**src/rtl/usb_tx_serializer.sv**
```systemverilog
// USB full-speed TX line stage.
// Sends SYNC, then the packet bytes LSB-first with bit stuffing and NRZI
// encoding, then EOP. Bytes are popped from the TX buffer head as they are needed.
module usb_tx_serializer #(
    parameter int CLKS_PER_BIT = 8
) (
    input  logic       clk,
    input  logic       n_rst,
    input  logic       tx_start,
    input  logic [6:0] tx_byte_count,
    input  logic [7:0] tx_packet_data,
    input  logic [6:0] buffer_occupancy,
    output logic       get_tx_packet_data,
    output logic       dplus_out,
    output logic       dminus_out,
    output logic       tx_busy,
    output logic       tx_done,
    output logic       tx_error
);

    localparam int CW = (CLKS_PER_BIT > 1) ? $clog2(CLKS_PER_BIT) : 1;
    localparam logic [CW-1:0] LAST = CW'(CLKS_PER_BIT - 1);

    typedef enum logic [2:0] {IDLE, SYNC, DATA, EOP_SE0, EOP_J} state_e;

    state_e        state_q, state_d;
    logic [CW-1:0] cnt_q, cnt_d;       // cycle position inside the current bit
    logic [2:0]    bit_q, bit_d;       // current data bit; during a stuff, the bit before it
    logic          stuff_q, stuff_d;   // current symbol is an inserted 0
    logic [2:0]    ones_q, ones_d;     // consecutive 1s sent so far
    logic [7:0]    shreg_q, shreg_d;   // byte being sent (SYNC pattern first)
    logic [6:0]    left_q, left_d;     // bytes still to pull from the buffer
    logic          nrzi_q, nrzi_d;     // line level while encoding: 1 = J, 0 = K
    logic          done_q, done_d;
    logic          err_q, err_d;

    logic       bit_end;
    logic       cur_bit;
    logic [2:0] ones_nx;
    logic [2:0] nxt_idx;

    // State register and all datapath registers
    always_ff @(posedge clk or negedge n_rst) begin
        if (!n_rst) begin
            state_q <= IDLE;
            cnt_q   <= '0;
            bit_q   <= '0;
            stuff_q <= 1'b0;
            ones_q  <= '0;
            shreg_q <= '0;
            left_q  <= '0;
            nrzi_q  <= 1'b1;
            done_q  <= 1'b0;
            err_q   <= 1'b0;
        end else begin
            state_q <= state_d;
            cnt_q   <= cnt_d;
            bit_q   <= bit_d;
            stuff_q <= stuff_d;
            ones_q  <= ones_d;
            shreg_q <= shreg_d;
            left_q  <= left_d;
            nrzi_q  <= nrzi_d;
            done_q  <= done_d;
            err_q   <= err_d;
        end
    end

    // Next-state: decide the next line symbol at the end of each bit time
    always_comb begin
        state_d            = state_q;
        bit_d              = bit_q;
        stuff_d            = stuff_q;
        ones_d             = ones_q;
        shreg_d            = shreg_q;
        left_d             = left_q;
        nrzi_d             = nrzi_q;
        err_d              = err_q;
        done_d             = 1'b0;
        get_tx_packet_data = 1'b0;
        bit_end            = (state_q != IDLE) && (cnt_q == LAST);
        cnt_d              = (state_q == IDLE || bit_end) ? '0 : cnt_q + CW'(1);
        cur_bit            = stuff_q ? 1'b0 : shreg_q[bit_q];
        ones_nx            = cur_bit ? ones_q + 3'd1 : 3'd0;
        nxt_idx            = bit_q + 3'd1;

        case (state_q)
            IDLE: begin
                ones_d = '0;
                if (tx_start) begin
                    state_d = SYNC;
                    bit_d   = '0;
                    stuff_d = 1'b0;
                    shreg_d = 8'h80;
                    left_d  = tx_byte_count;
                    err_d   = (tx_byte_count == 7'd0);
                    nrzi_d  = 1'b0;  // first SYNC bit is 0: J -> K
                end
            end
            SYNC, DATA: begin
                if (bit_end) begin
                    ones_d = ones_nx;
                    if (ones_nx == 3'd6) begin
                        // Six 1s in a row: insert a 0 before anything else, including a load
                        stuff_d = 1'b1;
                        nrzi_d  = ~nrzi_q;
                    end else begin
                        stuff_d = 1'b0;
                        if (bit_q != 3'd7) begin
                            bit_d  = nxt_idx;
                            nrzi_d = shreg_q[nxt_idx] ? nrzi_q : ~nrzi_q;
                        end else if (left_q == 7'd0) begin
                            state_d = EOP_SE0;
                            bit_d   = '0;
                        end else if (buffer_occupancy == 7'd0) begin
                            // Underrun: abort straight into EOP
                            err_d   = 1'b1;
                            state_d = EOP_SE0;
                            bit_d   = '0;
                        end else begin
                            get_tx_packet_data = 1'b1;
                            shreg_d = tx_packet_data;
                            left_d  = left_q - 7'd1;
                            state_d = DATA;
                            bit_d   = '0;
                            nrzi_d  = tx_packet_data[0] ? nrzi_q : ~nrzi_q;
                        end
                    end
                end
            end
            EOP_SE0: begin
                if (bit_end) begin
                    if (bit_q == 3'd1) state_d = EOP_J;
                    else               bit_d   = bit_q + 3'd1;
                end
            end
            EOP_J: begin
                if (bit_end) begin
                    state_d = IDLE;
                    done_d  = 1'b1;
                    ones_d  = '0;
                end
            end
            default: state_d = IDLE;
        endcase
    end

    // Line drive: SE0 during EOP, NRZI level while encoding, J otherwise
    always_comb begin
        dplus_out  = 1'b1;
        dminus_out = 1'b0;
        if (state_q == EOP_SE0) begin
            dplus_out  = 1'b0;
            dminus_out = 1'b0;
        end else if (state_q == SYNC || state_q == DATA) begin
            dplus_out  = nrzi_q;
            dminus_out = ~nrzi_q;
        end
    end

    assign tx_busy  = (state_q != IDLE);
    assign tx_done  = done_q;
    assign tx_error = err_q;

endmodule
```
**config.mk**
```make
export PLATFORM = sky130hd
export DESIGN_NAME = usb_tx_serializer
export DESIGN_NICKNAME = d
export VERILOG_FILES = /design/src/rtl/usb_tx_serializer.sv
export SDC_FILE = /design/constraint.sdc
export NUM_CORES = 1
export LEC_CHECK = 0
export BUFFER_PORTS_ARGS = -buffer_cell sky130_fd_sc_hd__buf_4
export CORE_ASPECT_RATIO = 0.9
export CORE_MARGIN = 3
export CORE_UTILIZATION = 60
export CTS_CLUSTER_SIZE = 20
export DETAILED_ROUTE_END_ITERATION = 8
export PLACE_DENSITY = 0.8
export SKIP_LAST_GASP = 1
export SLEW_MARGIN = 20
export SYNTH_ARGS = -nofsm -noshare
export SYNTH_HDL_FRONTEND = slang
export SYNTH_SLANG_ARGS = --single-unit
```
**constraint.sdc**
```tcl
create_clock -name clk -period 3.95 [get_ports clk]
set_input_delay 0.9875 -clock clk [delete_from_list [all_inputs] [get_ports clk]]
set_output_delay 0.9875 -clock clk [all_outputs]
set_load 0.02 [all_outputs]
```
# Word level (Yosys, flattened, before mapping)
# Index checks and enable logic that the tools add are counted.
[word_totals]
register_bits = 31
latch_bits = 0
mem_bits_rw = 0
romBits = 0
input_bits = 25
word_cells = 130
memories = 0
[classes]
addsub = 4
n_mul = 0
div = 0
magnitude_cmp = 2
eq_ne = 23
shifts = 0
muxes = 71
bitwise_logic = 1
reduce_logical = 19
[ops]
columns = ["op", "n"]
rows = [
  ["3-bit 2-to-1 mux", 16],
  ["8-bit 2-to-1 mux", 6],
  ["7-bit 2-to-1 mux", 6],
  ["1-bit 2-to-1 mux", 33],
  ["7-bit AND reduction", 4],
  ["2-bit != test (second input constant)", 11],
  ["7-bit zero test", 3],
  ["3-bit case mux with 3 select lines", 2],
  ["4-bit != test (second input constant)", 4],
  ["8-bit case mux with 2 select lines", 1],
  ["7-bit case mux with 2 select lines", 1],
  ["3-bit case mux with 4 select lines", 1],
  ["3-bit by 1-bit adder with 3-bit output (second input constant)", 3],
  ["3-bit == test (second input constant)", 3],
  ["3-bit nonzero test", 3],
  ["3-bit by 4-bit less-than comparator with 1-bit output (second input constant)", 2],
  ["7-bit by 1-bit subtractor with 7-bit output (second input constant)", 1],
  ["1-bit binary-select mux with 3-bit select", 2],
  ["3-bit by 1-bit == test with 1-bit output (second input constant)", 2],
  ["3-bit by 2-bit == test with 1-bit output (second input constant)", 2],
  ["1-bit case mux with 2 select lines", 3],
  ["3-bit AND reduction", 2],
  ["6-bit AND reduction", 1],
  ["3-bit zero test", 1],
  ["other kinds (6)", 7],
]

# Depth between registers and ports, before layout
# Gate-level depths: netlist of run 1.
[depth]
ltp_word = 8
mapped_depth = 10
mapped_depth_nobuf = 8

# Worst setup path before layout of run 1
# OpenSTA, ideal clock, no wires.
[synth_timing]
path_kind = "input-to-output"
start = "in buffer_occupancy[2]"
end = "out get_tx_packet_data"
arrival_ps = 2101
setup_slack_ps = 861
cell_stages = 4
cell_sequence = "or4_1 nor4_1 or2_2 nor3b_1"
[synth_between]
elab_chain_cells = 7
[synth_lines]
columns = ["element", "line", "text"]
rows = [
  ["start: declaration", "12", "input logic [6:0] buffer_occupancy,"],
  ["7-bit zero test", "115", "end else if (buffer_occupancy == 7'd0) begin"],
  ["1-bit 2-to-1 mux", "115", ""],
  ["1-bit 2-to-1 mux", "112", "end else if (left_q == 7'd0) begin"],
  ["1-bit 2-to-1 mux", "109", "if (bit_q != 3'd7) begin"],
  ["1-bit 2-to-1 mux", "103", "if (ones_nx == 3'd6) begin"],
  ["1-bit 2-to-1 mux", "101", "if (bit_end) begin"],
  ["1-bit 2-to-1 mux", "87", "case (state_q)"],
  ["end: declaration", "13", "output logic get_tx_packet_data,"],
]
# Every way passes these cells.

# Worst setup path in the final report of run 1
# Ends and elaborated chain as after synthesis.

==> results of run 1 <==
==> worst max path at each step <==
stage	from	endpoint	slack, ns
after global routing	buffer_occupancy[2]	get_tx_packet_data	0.46
after global placement	buffer_occupancy[2]	get_tx_packet_data	0.54
after detailed placement	buffer_occupancy[2]	get_tx_packet_data	0.54
after floorplan	buffer_occupancy[2]	get_tx_packet_data	0.86
final	buffer_occupancy[2]	get_tx_packet_data	0.51
after CTS	buffer_occupancy[2]	get_tx_packet_data	0.53
==> state kept, by name (all words and copies together), names as in the netlist <==
signal / count
shreg_q: 8
left_q: 7
bit_q: 3
cnt_q: 3
ones_q: 3
state_q: 3
nrzi_q: 1
stuff_q: 1
tx_done: 1
tx_error: 1
==> critical path, cell delays in order <==
cell and delay, ns:
sky130_fd_sc_hd__buf_4 0.10, sky130_fd_sc_hd__or4_1 0.52, sky130_fd_sc_hd__nor4_1 0.41, sky130_fd_sc_hd__or2_2 0.22
sky130_fd_sc_hd__nor3b_1 0.05, sky130_fd_sc_hd__buf_4 0.15
==> stage by stage <==
| stage | instances | worst slack [ns] | hold slack (ns) | util (%) |
|---|---|---|---|---|
| final | 297 | 0.512 | 0.452 | 74.1 |
| after global routing | 297 | 0.463 | 0.467 | 74.1 |
| after CTS | 297 | 0.530 | 0.454 | 74.1 |
| after detailed placement | 289 | 0.543 | 0.446 | 69.9 |
| after global placement | 289 | 0.545 | 0.439 | 69.9 |
| after floorplan | 231 | 0.861 | 0.415 | - |
==> metal layers <==
| layer | global-route usage [%] | vias to the layer above | share of wire [%] | routed length (µm) |
|---|---|---|---|---|
| li1 | - | 867 | - | - |
| met1 | 32.1 | 811 | 47 | 2050 |
| met2 | 37.3 | 46 | 47 | 2060 |
| met3 | 6.02 | 8 | 5.2 | 227 |
| met4 | 6.65 | 0 | 1.3 | 59 |
| met5 | 0 | - | 0 | 0 |
==> cells in the final DEF, fill, tap and decap left out, types with 3 or more instances in the layout <==
cell                       count
sky130_fd_sc_hd__nor2b_1       4
sky130_fd_sc_hd__or3_1         3
sky130_fd_sc_hd__buf_4        32
sky130_fd_sc_hd__ha_1          8
sky130_fd_sc_hd__nand2_1      26
sky130_fd_sc_hd__mux2_2        4
sky130_fd_sc_hd__mux2i_1       7
sky130_fd_sc_hd__nor3_1        9
sky130_fd_sc_hd__nand2b_1      4
sky130_fd_sc_hd__nor4_1        5
sky130_fd_sc_hd__nor3b_1       3
sky130_fd_sc_hd__dfrtp_1      30
sky130_fd_sc_hd__nand3_1       4
sky130_fd_sc_hd__inv_1         7
sky130_fd_sc_hd__nor2_1       28
sky130_fd_sc_hd__a21oi_1       9
sky130_fd_sc_hd__o21ai_0      22
sky130_fd_sc_hd__clkbuf_8      5
sky130_fd_sc_hd__o22a_1        3
==> area by class of cell <==
type / instances / area share (%)
Multi-Input combinational cell: 177 / 47.6
Sequential cell: 31 / 33.2
Timing Repair Buffer: 32 / 10.3
Clock buffer: 6 / 3.10
Clock inverter: 2 / 2.56
Tap cell: 42 / 2.24
Inverter: 7 / 1.12
==> where the power goes <==
part	switching [mW]	internal, mW	total (mW)	leakage, nW
Sequential	0.146	0.443	0.589	0.399
Clock	0.118	0.252	0.370	0.0654
Combinational	0.449	0.372	0.822	0.625
==> synthesized netlist by cell type, types with 2 or more instances <==
cell	number	area share (%)
sky130_fd_sc_hd__or2_2	2	0.61
sky130_fd_sc_hd__nand4_1	2	0.61
sky130_fd_sc_hd__nand3_1	4	0.98
sky130_fd_sc_hd__clkbuf_1	5	0.92
sky130_fd_sc_hd__o21ai_0	22	5.4
sky130_fd_sc_hd__nor3_1	9	2.2
sky130_fd_sc_hd__a21o_1	2	0.74
sky130_fd_sc_hd__and2_1	2	0.61
sky130_fd_sc_hd__nand2_1	26	4.8
sky130_fd_sc_hd__dfrtp_1	30	37
sky130_fd_sc_hd__a22oi_1	2	0.74
sky130_fd_sc_hd__nand2b_1	4	1.2
sky130_fd_sc_hd__or3_1	3	0.92
sky130_fd_sc_hd__buf_6	7	3.9
sky130_fd_sc_hd__o22a_1	3	1.3
sky130_fd_sc_hd__a21oi_1	9	2.2
sky130_fd_sc_hd__nor4_1	5	1.5
sky130_fd_sc_hd__nor3b_1	3	1.1
sky130_fd_sc_hd__ha_1	8	4.9
sky130_fd_sc_hd__clkbuf_2	2	0.49
sky130_fd_sc_hd__buf_2	2	0.49
sky130_fd_sc_hd__a211oi_1	2	0.74
sky130_fd_sc_hd__a31oi_1	2	0.61
sky130_fd_sc_hd__mux2i_1	7	3.4
sky130_fd_sc_hd__nor2_1	28	5.2
sky130_fd_sc_hd__inv_1	7	1.3
sky130_fd_sc_hd__mux2_2	4	2.2
sky130_fd_sc_hd__nor2b_1	4	1.2
==> cell families after synthesis <==
logic type / count (synthesis) / synth area share, %
xor+xnor: 2 / 0.861
flops: 31 / 38.2
buf+inv: 23 / 7.07
mux: 12 / 6.95
compound gates: 55 / 17.5
fa+ha+maj: 8 / 4.92
simple gates: 100 / 24.5
==> metrics, run 1 <==
run status=completed; number of clock sinks seen by CTS=31; destination of the worst register-to-register timing path=left_q[6]; final critical-path share of the clock period=87.0%; total detailed-routing wirelength=about 4400 µm; cell at the root of the clock tree=sky130_fd_sc_hd__clkbuf_8; number of buffers inserted by port buffering=30; Total Nets Final=287; via count of the first global-routing pass=1525; TritonCTS clock tree=built; wire length of the first global-routing pass=7150 µm; HPWL Detailed=between 3000 and 4000 µm; max_cap viols=0; net count after synthesis=264; drt pass-1 iters=4; reported leakage power=1.09 nW; total design power=1.78 mW; Antenna Cells=0; sequential element share of the synthesized area=38.2%; clock-pin transition on the worst setup and hold timing paths=0.06 ns; Crit path arrival time=approximately 2.5 ns; Fmax achieved=between 200 and 300 MHz; post-synthesis cell count=231; R2R cell count=9; Hold Buf Count CTS=0; worst-case clock buffer depth=2; count of unresolved DRC violations after routing=0; number of cells upsized or downsized after cts=0; core box area=3160 µm²; # setup viols final=0; worst vdd ir=0.444 mV; die outline width=67.4 µm; layout cells sized above 1=21.2%; aggregate negative setup slack=0 ns; largest net degree at the start of global routing=32; Final Max Slew Viols=0; Setup Buffers After CTS=0; Reg area=777 µm²; row count=19; number of vias per cell after detailed routing=5.83; clock period minus final worst setup slack=3.44 ns; WP data required=2.96 ns; initial antenna violation count=0; routability congestion estimate=0.785; Worst Hold Launch=cnt_q[0]; area occupied by multi-input gates=1110 µm²; number of buffers created by CTS=5; FF-to-FF setup slack=approximately 1.3 ns; Post-DRT Antenna Nets=0; average footprint of a synthesized cell=8.81 µm²; synth warn=0; via count of the routed design=1732; main flop type after synthesis=sky130_fd_sc_hd__dfrtp_1; unrepaired setup endpoints after global routing=no; number of enable flip-flop cells after synthesis=0; remaining global-route overflow=0; total power divided by cell area=roughly 760 nW/µm²; startpoint kind of the worst setup timing path=input pin; Worst Path Class, Setup=in2out; post-route standard cell area excluding fillers=2340 µm²; tightest slew margin relative to the limit=61.1%; reg-to-reg critical path startpoint=cnt_q[0]; growth of design area from synthesis to finish=15.1%; worst min-delay path class=reg2reg; hold violation count in the final report=0; placed instance area=approximately 2200 µm²; hold depth=1; category of the worst setup path capture point=primary output; clock latency at the later pin of the worst-skew pair=0.28 ns; Post-Syn Area=slightly above 2000 µm²; Filler cells=around 260; All-Layer GR Usage=23.5%; number of levels in the clock H-tree=2; hold path endpoint=cnt_q[0]; iteration-0 DRC count of the detailed router=136; share of flip-flops with an asynchronous set or reset=100%; Fin Clk Skew=0.00333 ns; Max FO, Critical Path=4; Slew @ Worst Pin=0.583 ns; vertical die dimension=61.3 µm; starting utilization of the core area=64.4%; die footprint=4130 µm²; routed wirelength normalized by instance count=14.8 µm; number of ports placed on the die boundary=31; post-synthesis cell type count=53; post-synthesis sequential element count=31
Power figures use the tool's default switching activity.
==> inputs of run 2 (changes only) <==
--- a/config.mk
+++ b/config.mk
@@ -12,6 +12,7 @@
 export CTS_CLUSTER_SIZE = 20
 export DETAILED_ROUTE_END_ITERATION = 8
 export PLACE_DENSITY = 0.8
+export RECOVER_POWER = 50
 export SKIP_LAST_GASP = 1
 export SLEW_MARGIN = 20
 export SYNTH_ARGS = -nofsm -noshare
==> metrics, run 2 (synthesis gave the netlist of run 1 again) <==
routability congestion estimate=0.785; die footprint=4130 µm²; Post-DRT Antenna Nets=0; max_cap viols=1; die outline width=slightly below 70 µm; worst vdd ir=0.444 mV; flip-flop count of the largest register, all copies and words added=8; routed wirelength normalized by instance count=approximately 15 µm; sum of buffers and inverters on the critical path=2; number of clock sinks seen by CTS=31; startpoint kind of the worst setup timing path=input pin; All-Layer GR Usage=roughly a quarter; vertical die dimension=61.3 µm; most frequent standard cell in the layout excluding fill and tap cells=sky130_fd_sc_hd__buf_4; cell at the root of the clock tree=sky130_fd_sc_hd__clkbuf_8; reported leakage power=1.09 nW; remaining global-route overflow=0; Final Max Slew Viols=32; number of ports placed on the die boundary=31; largest net degree at the start of global routing=32; total power divided by cell area=approximately 760 nW/µm²; iteration-0 DRC count of the detailed router=136; wire length of the first global-routing pass=7150 µm; CP Cell Sequence=buf_4 -> or4_1 -> nor4_1 -> or2_2 -> nor3b_1 -> buf_4; layout cells sized above 1=20.8%; count of unresolved DRC violations after routing=0; number of buffers inserted by port buffering=30; via count of the routed design=between 1500 and 2000; delay contributed by the slowest stage of the critical path=between 0.5 and 0.6 ns; biggest registers after layout=shreg_q x8, left_q x7; number of vias per cell after detailed routing=5.84; Worst Path Class, Setup=in2out; most used cell, CP=sky130_fd_sc_hd__buf_4; slowest library cell on the worst path=sky130_fd_sc_hd__or4_1; run status=complete, but fails checks; Fin Clk Skew=0.00333 ns; core box area=3160 µm²; total design power=1.78 mW; worst min-delay path class=reg2reg; clock period minus final worst setup slack=3.44 ns; category of the worst setup path capture point=primary output; number of cells upsized or downsized after cts=0; TritonCTS clock tree=built; number of buffers created by CTS=5; Max FO, Critical Path=4; initial antenna violation count=0; Fmax achieved=291 MHz; via count of the first global-routing pass=1525; violations in the final reports=capacitance limit, slew limit; top library cells by usage in the layout, fill and taps aside=31 x sky130_fd_sc_hd__buf_4, 30 x sky130_fd_sc_hd__dfrtp_1, 28 x sky130_fd_sc_hd__nor2_1; Antenna Cells=0; Hold Buf Count CTS=0; clock latency at the later pin of the worst-skew pair=around 0.28 ns; final-layout worst hold slack=~0.45 ns; # setup viols final=0; starting utilization of the core area=between 60 and 70%; worst-case clock buffer depth=2; hold violation count in the final report=0; growth of design area from synthesis to finish=14.9%; drt pass-1 iters=4; tightest slew margin relative to the limit=-11.6%; total detailed-routing wirelength=4400 µm; largest register by flop count=shreg_q; aggregate negative setup slack=0 ns; clock-pin transition on the worst setup and hold timing paths=about 0.06 ns; HPWL Detailed=between 3000 and 4000 µm; number of levels in the clock H-tree=2; Filler cells=between 200 and 300; delay-heaviest family, CP=simple AND/OR/NAND/NOR gates; final critical-path share of the clock period=87.0%; unrepaired setup endpoints after global routing=no; WP data required=2.96 ns; Setup Buffers After CTS=0; row count=19; Crit path arrival time=around 2.5 ns; Slew @ Worst Pin=between 1.5 and 2 ns; Total Nets Final=287
[run 2: cell types whose count changed in the layout (fill, tap and decap cells not counted), sizes merged]
cell / before / now
buf: 32 / 31
clkbuf: 6 / 7
[run 2: through the flow]
stage                     setup WS (ns)  util, %  cells  instance area [µm²]
after floorplan                   0.861        -    231                 2040
after global placement            0.545     69.9    289                 2210
after detailed placement          0.543     69.9    289                 2210
after CTS                         0.530     74.1    297                 2340
after global routing              0.463     74.0    297                 2340
final                             0.512     74.0    297                 2340
[run 2: area by class of cell]
cell class,instances,area [µm²],share of cell area [%]
clock buffer,6,72.6,3.10
clock inverter,2,60.1,2.57
inverter,7,26.3,1.12
multi-input combinational,177,1110,47.6
sequential,31,777,33.2
tap,42,52.6,2.25
timing repair buffer,32,236,10.1
[run 2: path summary, 6_finish.rpt]
path                       cells past startpoint                 end                 from  slack, ns
setup / recovery                               6  get_tx_packet_data  buffer_occupancy[2]       0.51
hold / removal                                 1            cnt_q[0]             cnt_q[0]       0.45
setup reg to reg                               9           left_q[6]             cnt_q[0]       1.29
hold reg to reg                                1            cnt_q[0]             cnt_q[0]       0.45
max in group asynchronous                      1            cnt_q[1]                n_rst       1.85
min in group asynchronous                      1          state_q[0]                n_rst       1.13
[run 2: power by group]
| group | total [mW] | switching (mW) | internal, mW |
|---|---|---|---|
| Sequential | 0.589 | 0.146 | 0.443 |
| Clock | 0.370 | 0.118 | 0.252 |
| Combinational | 0.821 | 0.449 | 0.371 |
[run 2: per-layer routing]
metal  vias up  part of all wire, %  GRT usage, %
met1       812                   47          32.1
met2        46                   47          37.3
met3         8                  5.1          6.02
li1        867                    -             -
met5         -                    0             0
met4         0                  1.3          6.65
[run 2: worst register-to-register path: cells and delay by family (launching register included)]
kind	cells	cell delay, ns
AOI/OAI and AO/OA	3	0.56
and+or+nand+nor	1	0.11
buffers and inverters	1	0.28
DFF	1	0.39
adders and majority gates	2	0.56
muxes	2	0.64
==> inputs of run 3 (changes only) <==
--- a/config.mk
+++ b/config.mk
@@ -7,7 +7,6 @@
 export LEC_CHECK = 0
 export BUFFER_PORTS_ARGS = -buffer_cell sky130_fd_sc_hd__buf_4
 export CORE_ASPECT_RATIO = 0.9
-export CORE_MARGIN = 3
 export CORE_UTILIZATION = 60
 export CTS_CLUSTER_SIZE = 20
 export DETAILED_ROUTE_END_ITERATION = 8
==> metrics, run 3 (synthesis gave the netlist of run 1 again) <==
clock period minus final worst setup slack=~3.4 ns; remaining global-route overflow=0; worst-case clock buffer depth=2; Post-DRT Antenna Nets=0; row count=19; worst vdd ir=0.377 mV; iteration-0 DRC count of the detailed router=~110; layout cells sized above 1=20.8%; number of buffers inserted by port buffering=30; count of unresolved DRC violations after routing=0; TritonCTS clock tree=built; flip-flop count of the largest register, all copies and words added=8; number of ports placed on the die boundary=31; category of the worst setup path capture point=primary output; Final Max Slew Viols=32; clock-pin transition on the worst setup and hold timing paths=0.06 ns; Fin Clk Skew=0.00760 ns; final critical-path share of the clock period=86.8%; Total Nets Final=around 290; Worst Path Class, Setup=in2out; biggest registers after layout=shreg_q x8, left_q x7; top library cells by usage in the layout, fill and taps aside=31 x sky130_fd_sc_hd__buf_4, 30 x sky130_fd_sc_hd__dfrtp_1, 28 x sky130_fd_sc_hd__nor2_1; unrepaired setup endpoints after global routing=no; Fmax achieved=292 MHz; worst min-delay path class=reg2reg; startpoint kind of the worst setup timing path=input pin; HPWL Detailed=3030 µm; part of the total power dissipated in the clock network=between 10% and 20%; die footprint=3630 µm²; clock latency at the later pin of the worst-skew pair=~0.28 ns; wire length of the first global-routing pass=about 7100 µm; WP data required=2.96 ns; drt pass-1 iters=4; largest net degree at the start of global routing=32; starting utilization of the core area=64.9%; # setup viols final=0; die outline width=63.4 µm; reported leakage power=around 1.1 nW; net switching share of the total power=42.0%; Hold Buf Count CTS=0; number of vias per cell after detailed routing=5.85; Crit path arrival time=2.44 ns; Slew @ Worst Pin=1.68 ns; core box area=between 3000 and 4000 µm²; Max FO, Critical Path=4; number of cells upsized or downsized after cts=0; violations in the final reports=capacitance limit, slew limit; routability congestion estimate=0.790; routed wirelength normalized by instance count=14.3 µm; Antenna Cells=0; max_cap viols=1; number of levels in the clock H-tree=2; aggregate negative setup slack=0 ns; growth of design area from synthesis to finish=13.3%; total power divided by cell area=roughly 730 nW/µm²; number of buffers created by CTS=5; most frequent standard cell in the layout excluding fill and tap cells=sky130_fd_sc_hd__buf_4; core utilization of the finished layout=73.5%; cell at the root of the clock tree=sky130_fd_sc_hd__clkbuf_8; number of clock sinks seen by CTS=31; total detailed-routing wirelength=4250 µm; share of total power in sequential cells=35.1%; hold violation count in the final report=0; largest register by flop count=shreg_q; run status=complete, but fails checks; tightest slew margin relative to the limit=-11.7%; Setup Buffers After CTS=0; combinational fraction of design power=48.6%; total design power=1.68 mW; final-layout worst hold slack=0.465 ns; via count of the first global-routing pass=1572; initial antenna violation count=0; via count of the routed design=1738; Net Sw Power=0.705 mW; P_int=0.973 mW; All-Layer GR Usage=25.8%; vertical die dimension=between 50 and 60 µm
run 3: changes by cell type in the layout (fill, tap and decap cells not counted), sizes merged:
| cell | before | now |
|---|---|---|
| clkbuf | 7 | 9 |
| bufinv | 2 | 0 |
run 3: per-layer routing:
layer | wire [µm] | global-route usage, % | part of all wire (%)
met3 | 253 | 7.60 | 6.0
met4 | 68 | 9.74 | 1.6
met1 | 2010 | 35.1 | 47
met5 | 0 | 0 | 0
met2 | 1920 | 38.9 | 45
run 3: through the flow:
stage | setup slack (ns) | cell area (µm²) | cells
2_1_floorplan | 0.861 | 2040 | 231
3_3_place_gp | 0.566 | 2210 | 289
3_5_place_dp | 0.536 | 2210 | 289
4_1_cts | 0.522 | 2310 | 297
5_1_grt | 0.388 | 2310 | 297
6_report | 0.523 | 2310 | 297
run 3: path summary, 6_finish.rpt:
check	startpoint	endpoint	slack, ns	cells past startpoint
setup / recovery	buffer_occupancy[2]	get_tx_packet_data	0.52	6
setup reg to reg	cnt_q[0]	shreg_q[5]	1.09	8
hold reg to reg	cnt_q[0]	cnt_q[0]	0.46	1
hold / removal	cnt_q[0]	cnt_q[0]	0.46	1
max in group asynchronous	n_rst	bit_q[0]	1.84	1
min in group asynchronous	n_rst	left_q[3]	1.13	1
run 3: power by group through the flow:
stage	logic (mW)	registers, mW	clock network (mW)
2_1_floorplan	0.697	0.522	0
5_1_grt	0.916	0.607	0.293
3_5_place_dp	0.812	0.589	0
4_1_cts	0.816	0.585	0.281
6_report	0.815	0.589	0.273
3_3_place_gp	0.781	0.584	0
run 3: area by class of cell:
| type | instances | area (µm²) |
|---|---|---|
| timing repair buffer | 32 | 236 |
| fill | 263 | 831 |
| multi-input combinational | 177 | 1110 |
| sequential | 31 | 777 |
| tap | 42 | 52.6 |
| clock buffer | 8 | 100 |
| inverter | 7 | 26.3 |
run 3: worst max-delay path, cell delays in order:
cell                      delay [ns]
sky130_fd_sc_hd__buf_4          0.10
sky130_fd_sc_hd__or4_1          0.51
sky130_fd_sc_hd__nor4_1         0.41
sky130_fd_sc_hd__or2_2          0.22
sky130_fd_sc_hd__nor3b_1        0.05
sky130_fd_sc_hd__buf_4          0.15
